==> config.mk <==
export PLATFORM = sky130hd
export DESIGN_NAME = pcie_tlp_master
export DESIGN_NICKNAME = d
export VERILOG_FILES = /design/src/rtl/pcie_tlp_pkg.sv /design/src/rtl/pcie_tlp_cpl_parser.sv /design/src/rtl/pcie_tlp_master.sv
export SDC_FILE = /design/constraint.sdc
export NUM_CORES = 1
export LEC_CHECK = 0
export BUFFER_PORTS_ARGS = -buffer_cell sky130_fd_sc_hd__buf_2
export CAP_MARGIN = 20
export CORE_MARGIN = 5
export CORE_UTILIZATION = 45
export DETAILED_ROUTE_END_ITERATION = 16
export GPL_TIMING_DRIVEN = 0
export PLACE_DENSITY_LB_ADDON = 0.25
export SETUP_SLACK_MARGIN = 0.2
export SYNTH_ARGS = -nofsm -noshare
export SYNTH_HDL_FRONTEND = slang
export SYNTH_SLANG_ARGS = --single-unit
==> constraint.sdc <==
create_clock -name pcie_clk -period 3.1 [get_ports pcie_clk]
set_input_delay 0.31 -clock pcie_clk [delete_from_list [all_inputs] [get_ports pcie_clk]]
set_output_delay 0.31 -clock pcie_clk [all_outputs]
set_load 0.1 [all_outputs]
==> src/rtl/pcie_tlp_pkg.sv <==
// ============================================================================
// Module   : pcie_tlp_pkg
// Purpose  : Shared TLP encodings, completion word indices and master FSM
//            state encoding for the ECP3 16-bit PCIe requester/target pair.
// Revision : 1.0 - initial release
// ============================================================================
`default_nettype none

package pcie_tlp_pkg;

  localparam logic [1:0] c_fmt_3dw_nodata = 2'b00;
  localparam logic [1:0] c_fmt_4dw_nodata = 2'b01;
  localparam logic [1:0] c_fmt_3dw_data   = 2'b10;
  localparam logic [1:0] c_fmt_4dw_data   = 2'b11;

  // MRd/MWr share the memory type; Cpl/CplD share the completion type
  localparam logic [4:0] c_type_mem = 5'b00000;
  localparam logic [4:0] c_type_cpl = 5'b01010;

  localparam logic [2:0] c_cpl_sc = 3'b000;
  localparam logic [2:0] c_cpl_ur = 3'b001;
  localparam logic [2:0] c_cpl_ca = 3'b100;

  localparam logic [3:0] c_rxw_hdr0    = 4'd0;
  localparam logic [3:0] c_rxw_hdr1    = 4'd1;
  localparam logic [3:0] c_rxw_cplid   = 4'd2;
  localparam logic [3:0] c_rxw_status  = 4'd3;
  localparam logic [3:0] c_rxw_reqid   = 4'd4;
  localparam logic [3:0] c_rxw_tag     = 4'd5;
  localparam logic [3:0] c_rxw_data_hi = 4'd6;
  localparam logic [3:0] c_rxw_data_lo = 4'd7;

  typedef enum logic [2:0] {
    ST_IDLE     = 3'd0,
    ST_ARB      = 3'd1,
    ST_HDR      = 3'd2,
    ST_DATA     = 3'd3,
    ST_WAIT_CPL = 3'd4,
    ST_DONE     = 3'd5
  } mst_state_e;

endpackage

`default_nettype wire

==> src/rtl/pcie_tlp_cpl_parser.sv <==
// ============================================================================
// Module   : pcie_tlp_cpl_parser
// Purpose  : Walks the shared rx word stream and extracts completion fields;
//            cpl_valid pulses for one cycle after the rx_end of a Cpl/CplD.
// Revision : 1.0 - initial release
// ============================================================================
`default_nettype none

module pcie_tlp_cpl_parser
  import pcie_tlp_pkg::*;
(
  input  logic        pcie_clk,
  input  logic        sys_rst_n,
  input  logic        rx_st,
  input  logic        rx_end,
  input  logic [15:0] rx_data,
  output logic        cpl_valid,
  output logic        cpl_hasdata,
  output logic [2:0]  cpl_status,
  output logic [15:0] cpl_reqid,
  output logic [7:0]  cpl_tag,
  output logic [31:0] cpl_data
);

  logic [3:0] r_idx;
  logic       r_inpkt;
  logic       r_is_cpl;
  logic       w_active;
  logic [3:0] w_idx;

  assign w_active = rx_st | r_inpkt;
  assign w_idx    = rx_st ? c_rxw_hdr0 : r_idx;

  always_ff @(posedge pcie_clk) begin
    if (!sys_rst_n) begin
      r_idx       <= 4'd0;
      r_inpkt     <= 1'b0;
      r_is_cpl    <= 1'b0;
      cpl_valid   <= 1'b0;
      cpl_hasdata <= 1'b0;
      cpl_status  <= 3'd0;
      cpl_reqid   <= 16'd0;
      cpl_tag     <= 8'd0;
      cpl_data    <= 32'd0;
    end else begin
      cpl_valid <= 1'b0;
      if (w_active) begin
        r_inpkt <= ~rx_end;
        r_idx   <= (w_idx == 4'hF) ? w_idx : w_idx + 4'd1;
        case (w_idx)
          c_rxw_hdr0: begin
            r_is_cpl    <= (rx_data[12:9] == c_type_cpl[4:1]);
            cpl_hasdata <= rx_data[14];
          end
          c_rxw_status:  cpl_status      <= rx_data[15:13];
          c_rxw_reqid:   cpl_reqid       <= rx_data;
          c_rxw_tag:     cpl_tag         <= rx_data[15:8];
          c_rxw_data_hi: cpl_data[31:16] <= rx_data;
          c_rxw_data_lo: cpl_data[15:0]  <= rx_data;
          default: ;
        endcase
        // a one-word packet can never be a completion
        if (rx_end) cpl_valid <= rx_st ? 1'b0 : r_is_cpl;
      end
    end
  end

endmodule

`default_nettype wire

==> src/rtl/pcie_tlp_master.sv <==
// ============================================================================
// Module   : pcie_tlp_master
// Purpose  : Single-DW MRd/MWr requester on the ECP3 16-bit tx/rx interface.
//            Optional completion timeout: define PCIE_TLP_MST_TIMEOUT_EN.
// Revision : 1.0 - initial release
// ============================================================================
`default_nettype none

module pcie_tlp_master
  import pcie_tlp_pkg::*;
#(
  parameter logic [15:0] CPL_TIMEOUT = 16'hFFFF,
  parameter logic [7:0]  TAG_INIT    = 8'h00
) (
  input  logic        pcie_clk,
  input  logic        sys_rst_n,
  input  logic [7:0]  bus_num,
  input  logic [4:0]  dev_num,
  input  logic [2:0]  func_num,
  output logic        tx_req,
  input  logic        tx_rdy,
  output logic        tx_st,
  output logic        tx_end,
  output logic [15:0] tx_data,
  input  logic        rx_st,
  input  logic        rx_end,
  input  logic [15:0] rx_data,
  input  logic        mst_req,
  input  logic        mst_we,
  input  logic [61:0] mst_adr,
  input  logic [3:0]  mst_be,
  input  logic [31:0] mst_dat_i,
  output logic [31:0] mst_dat_o,
  output logic        mst_ack,
  output logic        mst_err,
  output logic        busy
);

  mst_state_e  r_state;
  logic [7:0]  r_tag;
  logic [3:0]  r_wcnt;
  logic        r_we;
  logic [61:0] r_adr;
  logic [3:0]  r_be;
  logic [31:0] r_dat;
`ifdef PCIE_TLP_MST_TIMEOUT_EN
  logic [15:0] r_tocnt;
`endif

  logic        w_is64;
  logic [1:0]  w_fmt;
  logic [3:0]  w_hdr_len;
  logic [3:0]  w_len;
  logic [15:0] w_word;
  logic        w_cpl_valid;
  logic        w_cpl_hasdata;
  logic [2:0]  w_cpl_status;
  logic [15:0] w_cpl_reqid;
  logic [7:0]  w_cpl_tag;
  logic [31:0] w_cpl_data;
  logic        w_cpl_match;
  logic        w_cpl_good;

  pcie_tlp_cpl_parser u_cpl_parser (
    .pcie_clk    (pcie_clk),
    .sys_rst_n   (sys_rst_n),
    .rx_st       (rx_st),
    .rx_end      (rx_end),
    .rx_data     (rx_data),
    .cpl_valid   (w_cpl_valid),
    .cpl_hasdata (w_cpl_hasdata),
    .cpl_status  (w_cpl_status),
    .cpl_reqid   (w_cpl_reqid),
    .cpl_tag     (w_cpl_tag),
    .cpl_data    (w_cpl_data)
  );

  // r_adr holds address bits [63:2]; bits [63:32] live in r_adr[61:30]
  assign w_is64    = |r_adr[61:30];
  assign w_fmt     = r_we ? (w_is64 ? c_fmt_4dw_data   : c_fmt_3dw_data)
                          : (w_is64 ? c_fmt_4dw_nodata : c_fmt_3dw_nodata);
  assign w_hdr_len = w_is64 ? 4'd8 : 4'd6;
  assign w_len     = w_hdr_len + (r_we ? 4'd2 : 4'd0);
  assign busy      = (r_state != ST_IDLE);

  assign w_cpl_match = w_cpl_valid && (w_cpl_reqid == {bus_num, dev_num, func_num})
                       && (w_cpl_tag == r_tag);
  assign w_cpl_good  = w_cpl_hasdata && (w_cpl_status == c_cpl_sc);

  always_comb begin
    w_word = 16'h0000;
    case (r_wcnt)
      4'd0: w_word = {1'b0, w_fmt, c_type_mem, 1'b0, 3'b000, 4'b0000};
      4'd1: w_word = 16'h0001;
      4'd2: w_word = {bus_num, dev_num, func_num};
      4'd3: w_word = {r_tag, 4'h0, r_be};
      4'd4: w_word = w_is64 ? r_adr[61:46] : r_adr[29:14];
      4'd5: w_word = w_is64 ? r_adr[45:30] : {r_adr[13:0], 2'b00};
      4'd6: w_word = w_is64 ? r_adr[29:14] : r_dat[31:16];
      4'd7: w_word = w_is64 ? {r_adr[13:0], 2'b00} : r_dat[15:0];
      4'd8: w_word = r_dat[31:16];
      4'd9: w_word = r_dat[15:0];
      default: w_word = 16'h0000;
    endcase
  end

  always_ff @(posedge pcie_clk) begin
    if (!sys_rst_n) begin
      r_state   <= ST_IDLE;
      r_tag     <= TAG_INIT;
      r_wcnt    <= 4'd0;
      r_we      <= 1'b0;
      r_adr     <= 62'd0;
      r_be      <= 4'd0;
      r_dat     <= 32'd0;
      tx_req    <= 1'b0;
      tx_st     <= 1'b0;
      tx_end    <= 1'b0;
      tx_data   <= 16'd0;
      mst_dat_o <= 32'd0;
      mst_ack   <= 1'b0;
      mst_err   <= 1'b0;
`ifdef PCIE_TLP_MST_TIMEOUT_EN
      r_tocnt   <= 16'd0;
`endif
    end else begin
      case (r_state)
        ST_IDLE: begin
          if (mst_req) begin
            r_we    <= mst_we;
            r_adr   <= mst_adr;
            r_be    <= mst_be;
            r_dat   <= mst_dat_i;
            r_wcnt  <= 4'd0;
            tx_req  <= 1'b1;
            r_state <= ST_ARB;
          end
        end
        ST_ARB: begin
          if (tx_rdy) begin
            tx_req  <= 1'b0;
            tx_st   <= 1'b1;
            tx_data <= w_word;
            r_wcnt  <= 4'd1;
            r_state <= ST_HDR;
          end
        end
        ST_HDR, ST_DATA: begin
          tx_st <= 1'b0;
          // r_wcnt is the index of the word being loaded this edge
          if (r_wcnt == w_len) begin
            tx_end  <= 1'b0;
            tx_data <= 16'd0;
            if (r_we) begin
              mst_ack <= 1'b1;
              mst_err <= 1'b0;
              r_state <= ST_DONE;
            end else begin
`ifdef PCIE_TLP_MST_TIMEOUT_EN
              r_tocnt <= 16'd0;
`endif
              r_state <= ST_WAIT_CPL;
            end
          end else begin
            tx_data <= w_word;
            tx_end  <= (r_wcnt == w_len - 4'd1);
            r_wcnt  <= r_wcnt + 4'd1;
            r_state <= (r_wcnt >= w_hdr_len) ? ST_DATA : ST_HDR;
          end
        end
        ST_WAIT_CPL: begin
          if (w_cpl_match) begin
            mst_ack   <= 1'b1;
            mst_err   <= ~w_cpl_good;
            mst_dat_o <= w_cpl_good ? w_cpl_data : 32'd0;
            r_tag     <= r_tag + 8'd1;
            r_state   <= ST_DONE;
          end
`ifdef PCIE_TLP_MST_TIMEOUT_EN
          else if (r_tocnt == CPL_TIMEOUT - 16'd1) begin
            mst_ack   <= 1'b1;
            mst_err   <= 1'b1;
            mst_dat_o <= 32'd0;
            r_tag     <= r_tag + 8'd1;
            r_state   <= ST_DONE;
          end else begin
            r_tocnt <= r_tocnt + 16'd1;
          end
`endif
        end
        ST_DONE: begin
          mst_ack <= 1'b0;
          mst_err <= 1'b0;
          r_state <= ST_IDLE;
        end
        default: r_state <= ST_IDLE;
      endcase
    end
  end

endmodule

`default_nettype wire

# After elaboration in Yosys (flattened, before gate mapping)
# Index checks and enable logic that the tools add are counted.
[totals]
input_bits = 137
output_inout_bits = 54
register_bits = 234
[classes]
n_addsub = 5
bitwise = 5
n_lt_le_gt_ge = 1
n_reduce_logical = 28
n_eq_ne = 31
muxes = 41
[op_table]
columns = ["op", "count"]
rows = [
  ["16-bit case mux with 10 select lines", 1],
  ["16-bit two-way mux", 6],
  ["4-bit by 3-bit == test with 1-bit output (second input constant)", 9],
  ["32-bit two-way mux", 1],
  ["16-bit case mux with 2 select lines", 1],
  ["32-bit OR reduction", 1],
  ["4-bit two-way mux", 6],
  ["2-bit AND reduction", 9],
  ["16-bit == test", 1],
  ["1-bit two-way mux", 14],
  ["4-bit by 2-bit == test with 1-bit output (second input constant)", 3],
  ["4-bit == test (second input constant)", 3],
  ["3-bit two-way mux", 4],
  ["2-bit != test (second input constant)", 6],
  ["3-bit case mux with 4 select lines", 1],
  ["4-bit case mux with 3 select lines", 1],
  ["3-bit nonzero test", 3],
  ["4-bit by 1-bit adder with 4-bit output (second input constant)", 2],
  ["8-bit by 1-bit adder with 8-bit output (second input constant)", 1],
  ["4-bit == test", 2],
  ["8-bit == test", 1],
  ["4-bit zero test", 2],
  ["4-bit AND reduction", 2],
  ["3-bit by 2-bit == test with 1-bit output (second input constant)", 2],
  ["other kinds (17)", 29],
]

# Logic depth before layout (Yosys ltp)
[depth]
word_depth = 6
ltp_mapped = 13
mapped_depth_nobuf = 10

# Modules after synthesis
# A second synthesis with hierarchy kept.
[hier_totals]
hier_cells = 1362
area_unflattened_um2 = 10786.6
[modules_own_cells]
columns = ["mod", "cells_per_inst", "seq_area_each_um2", "instances", "area_per_inst_um2"]
rows = [
  ["pcie_tlp_master", 1044, 3343.2, 1, 8129.0],
  ["pcie_tlp_cpl_parser", 318, 1341.3, 1, 2657.5],
]

# Least setup slack after synthesis
# No wires, ideal clock.
[synth_timing]
path_type = "flip-flop to flip-flop"
start = "register r_adr[57]"
end = "register tx_data[10]"
n_path_buf = 3
t_required_ps = 2982
synth_period_minus_slack_ps = 3406
slack_ps = -306
setup_ps = 118
path_stages_with_launch = 14
t_arrival_ps = 3288
cell_sequence = "dfxtp_1 -> nor4_1 -> and4_1 -> buf_2 -> nand2_1 -> inv_1 -> clkbuf_1 -> ha_1 -> xnor2_1 -> or4_1 -> o211ai_1 -> nor2_1 -> clkbuf_1 -> a22o_1"
[synth_via]
elab_chain_len = 6
elab_cells_between_ends = 12
[synth_rtl]
columns = ["item", "line", "rtl"]
rows = [
  ["start, declared", "pcie_tlp_master.sv:43", "logic [61:0] r_adr;"],
  ["start signal, assigned", "pcie_tlp_master.sv:131", "r_adr <= mst_adr;"],
  ["32-bit OR reduction (*)", "pcie_tlp_master.sv:79", "assign w_is64 = |r_adr[61:30];"],
  ["4-bit two-way mux", "pcie_tlp_master.sv:82", "assign w_hdr_len = w_is64 ? 4'd8 : 4'd6;"],
  ["4-bit by 2-bit adder with 4-bit output", "pcie_tlp_master.sv:83", "assign w_len = w_hdr_len + (r_we ? 4'd2 : 4'd0);"],
  ["4-bit == test", "pcie_tlp_master.sv:151", "if (r_wcnt == w_len) begin"],
  ["16-bit two-way mux", "pcie_tlp_master.sv:151", ""],
  ["16-bit case mux with 2 select lines (*)", "pcie_tlp_master.sv:127", "case (r_state)"],
  ["end signal, assigned", "pcie_tlp_master.sv:143", "tx_data <= w_word;"],
  ["end signal, assigned", "pcie_tlp_master.sv:165", "tx_data <= w_word;"],
  ["end, declared", "pcie_tlp_master.sv:24", "output logic [15:0] tx_data,"],
]
# Every way passes the cells marked *; elsewhere a longest branch is shown, timed or not. The select of a mux whose other input is x is not followed.
# A chain may end at the register's enable or synchronous reset.

# Worst setup path after layout
[layout_timing]
start = "register r_adr[31]"
end = "register tx_data[4]"
# The elaborated chain is that of the path after synthesis.

==> impl.org <==
** Global routing
- Largest net degree at the start of global routing :: 14
- Number of global-route vias before repair :: 10500
- For this run the aggregate overflow at the end of global routing stands at 0.
- Across every metal layer, demand over resource in global routing totals 27.4%.
- Wire length of the first global-routing pass :: 57.8 mm
- Number of antenna violations at the first check in global routing :: 0

** Placement
- Placement-stage worst setup slack :: -0.641 ns
- In this run, placement finished with an instance count of 1869.
- Hpwl dp :: 28.6 mm
- Weighted congestion reported at the end of routability-driven placement :: 0.983
- Port buffering added 190 buffers.
- Once placement finished, the instance area stood at 12100 µm².

** Layout
- Final Instance Count excl. Fillers :: 1939
- The finished cells cover 13300 µm².
- In the final layout, the share of cells above drive strength 1 is 18.7%.
- Sequential Area :: 4700 µm²
- Area of combinational cells with multiple inputs :: 5630 µm²
- Post-synthesis to final-layout area growth :: 25.2%
- Net count of the finished layout :: 1752
- Layout filler cell count :: 2275
- Measured on the finished design, the core utilization comes to 56.9%.

** Critical path
- Critical path type :: flip-flop to flip-flop
- Tracing the worst setup path back leads to its startpoint at r_adr[31].
- Source of the worst register-to-register timing path :: r_adr[31]
- Largest fanout on the critical path :: 5
- The worst setup path is captured at a flip-flop.
- The setup check on the worst reg-to-reg path leaves a slack of 0.04 ns.
- Data required time of the worst path :: 3.53 ns
- Arrival time of the worst setup path :: 3.49 ns
- The worst setup path is launched from a flip-flop.

** Yosys
- The Yosys step of the flow raised 0 warnings.
- Synthesis inferred 234 register bits.
- In this run the cell area of the synthesized design comes to 10600 µm².
- Synthesis produced 1360 cells.
- The average instance in the mapped netlist occupies 7.82 µm².
- In this run, synthesis inferred 0 flip-flops with an integrated enable.
- Ys flop type :: dfxtp_1
- Seq/Total Area, Yosys :: 44.1%
- Synthesized netlist net count :: 1513
- Library cells used by synthesis :: 54
- FFs w/ async S/R, synth :: 0%

** Pwr
- The worst-case IR drop observed on VDD is 0.387 mV.
- PwrDens :: 561 nW/µm²
- Total leakage power :: 0.00487 µW

** Clock network
- Counting every sink on the clock net gives 234.
- Clock latency at the later pin of the worst-skew pair :: 0.54 ns
- CTS tree :: done
- Clock tree synthesis selected as its root buffer the cell clkbuf_16.
- After clock tree synthesis, the clock-pin slew on the worst setup and hold paths is 0.06 ns.
- In this run the number of H-tree levels came out at 1.
- Counting along the longest clock path gives a buffer depth of 3.
- In this run, CTS created clock tree buffers numbering 26.

** Floorplanning
- The die is 164 µm wide.
- The initial utilization of the core area, before any placement, comes to 45.4%.
- The die covers 26800 µm².
- Floorplan row count :: 56
- The die is 164 µm tall.
- The core region is 23400 µm².
- For this design the top-level I/O count stands at 191.

** STA
- Across the routed clock network, the largest skew measured is 0.00779 ns.
- Timing would allow up to 327 MHz.
- The tightest hold path in the finished design has a slack of 0.00148 ns.
- The total count of hold-check failures in the final report is 0.
- Clock period minus worst slack :: 3.06 ns
- Setup ws final :: 0.0410 ns
- Worst slew margin relative to its limit :: 38.1%
- Final setup vio count :: 0
- The max-slew violation total from the final report came to 0.
- Slew @ Worst Pin :: 0.926 ns
- Unrepaired setup endpoints after global routing :: true
- The final critical path takes up 98.7% of the cycle.

** Routing
- Total routed wirelength :: 38.1 mm
- Number of antenna-violating nets in the routed design :: 0
- For this block, the via count after detailed routing is 11200.
- The first detailed-routing pass took 6 iterations.
- The detailed router finished its first iteration with 1477 violations.
- Average via count per standard cell :: 5.77
- In the routed design, unresolved DRC markers number 0.
- Average wire per standard cell :: 19.7 µm

** Hold path
- In this run the most critical hold path is launched from mst_adr[8].
- HP Class :: input port to flip-flop

** Job
- Count of maximum capacitance violations :: 0

** Run status
- Result of the run :: completed
cells in the mapped netlist (all sizes together) (2+ instances only):
library cell / count / area share [%]
and2: 13 / 0.76
nor3b: 2 / 0.14
o31ai: 3 / 0.21
or4: 5 / 0.35
and4: 2 / 0.16
and3b: 3 / 0.25
o21ai: 45 / 2.1
buf: 12 / 0.54
a222oi: 11 / 1.0
nand2: 351 / 12
a21o: 2 / 0.14
nor4b: 2 / 0.16
nor3: 10 / 0.47
nor4: 15 / 1.0
o21a: 5 / 0.35
o22ai: 6 / 0.35
dfxtp: 234 / 44
o211ai: 14 / 0.99
nand4: 44 / 2.6
ha: 16 / 1.9
nand2b: 10 / 0.61
a22oi: 46 / 3.2
xnor2: 29 / 2.4
inv: 14 / 0.49
or2: 3 / 0.18
xor2: 3 / 0.25
a21oi: 226 / 11
a22o: 25 / 2.1
a31oi: 7 / 0.41
o41ai: 2 / 0.16
o211a: 4 / 0.38
a32o: 2 / 0.19
a211oi: 4 / 0.28
mux2i: 7 / 0.66
o311ai: 2 / 0.16
o221ai: 4 / 0.33
clkbuf: 102 / 3.6
nand3: 32 / 1.5
o2bb2ai: 8 / 0.66
nor2: 23 / 0.81
nor2b: 3 / 0.25
a21boi: 2 / 0.14
cell type report:
| type | count | area share, % |
|---|---|---|
| Multi-Input combinational cell | 998 | 42.3 |
| Sequential cell | 234 | 35.3 |
| Timing Repair Buffer | 211 | 8.45 |
| Clock buffer | 37 | 5.73 |
| Buffer | 114 | 3.65 |
| Tap cell | 319 | 3.00 |
| Clock inverter | 11 | 1.10 |
| Inverter | 14 | 0.414 |
| Antenna cell | 1 | 0.0188 |
per-stage QoR:
step / power, µW / TNS [ns]
final: 7460 / 0
after global routing: 7710 / -0.0801
after CTS: 7410 / 0
after detailed placement: 4160 / -8.60
after global placement: 4150 / -8.16
after floorplan: 3800 / 0
logic make-up (layout without fill, tap and decap cells):
family / after synthesis / after routing / share of synthesized area (%)
buffers and inverters: 128 / 387 / 4.64
xor gates and xnor gates: 32 / 32 / 2.64
other: 0 / 1 / 0
AOI/OAI and AO/OA: 422 / 422 / 24.2
muxes: 8 / 8 / 0.765
DFF: 234 / 234 / 44.1
adders and majority gates: 16 / 16 / 1.88
and+or+nand+nor: 520 / 520 / 21.8
cell usage in the layout, fill, tap and decap left out, types with 27 or more instances in the layout:
master / netlist / routed
nand2_1: 351 / 350
xnor2_1: 29 / 28
dfxtp_1: 234 / 222
clkbuf_1: 102 / 103
o21ai_0: 45 / 43
buf_2: 7 / 195
nand3_1: 32 / 32
a21oi_1: 226 / 226
a22oi_1: 46 / 46
clkbuf_16: 0 / 27
nand4_1: 44 / 44
worst max-delay path, stage by stage, from the launching register on:
cell	delay, ns
dfxtp_2	0.38
nor4_2	0.31
and4_1	0.26
buf_6	0.14
nand2_8	0.05
inv_4	0.05
clkbuf_16	0.12
ha_4	0.20
xnor2_4	0.13
or4_4	0.51
o211ai_1	0.28
buf_4	0.17
buf_6	0.12
a21oi_1	0.07
o21a_1	0.14
routing by layer:
metal	routed length (µm)	GRT usage, %	up-vias
met4	1210	8.04	0
met1	16800	40.5	5214
met3	4190	6.10	90
met2	15900	40.0	596
li1	-	-	5291
met5	0	0	-
sequential cells by signal, indices dropped and copies added, names as in the netlist, 3 cells and up:
register                 flops
r_wcnt                       4
u_cpl_parser.cpl_tag         8
u_cpl_parser.r_idx           4
u_cpl_parser.cpl_data       32
r_state                      3
r_tag                        8
tx_data                     16
r_be                         4
mst_dat_o                   32
r_dat                       32
u_cpl_parser.cpl_reqid      16
r_adr                       62
u_cpl_parser.cpl_status      3
timing repair:
action                     4_1_cts  5_1_grt
hold endpoints to repair         1        1
cloned                           1        0
hold buffers                     1        1
gates resized for setup         21       16
pin swaps                       13        8
setup endpoints to repair       23       30
buffers inserted                12        6
where the power goes:
group / switching [µW] / leakage [µW] / internal (µW) / total (µW)
combinational: 625 / 0.00252 / 335 / 960
clock: 1280 / 0.000445 / 1960 / 3240
sequential: 138 / 0.00191 / 3120 / 3260
total: 2040 / 0.00487 / 5420 / 7460
path summary, 6_finish.rpt:
kind                end  cells after the start
min reg2reg    r_dat[4]                      2
max          tx_data[4]                     14
min            r_adr[8]                      3
max reg2reg  tx_data[4]                     14
No activity file was read; power rests on OpenSTA's default activity.
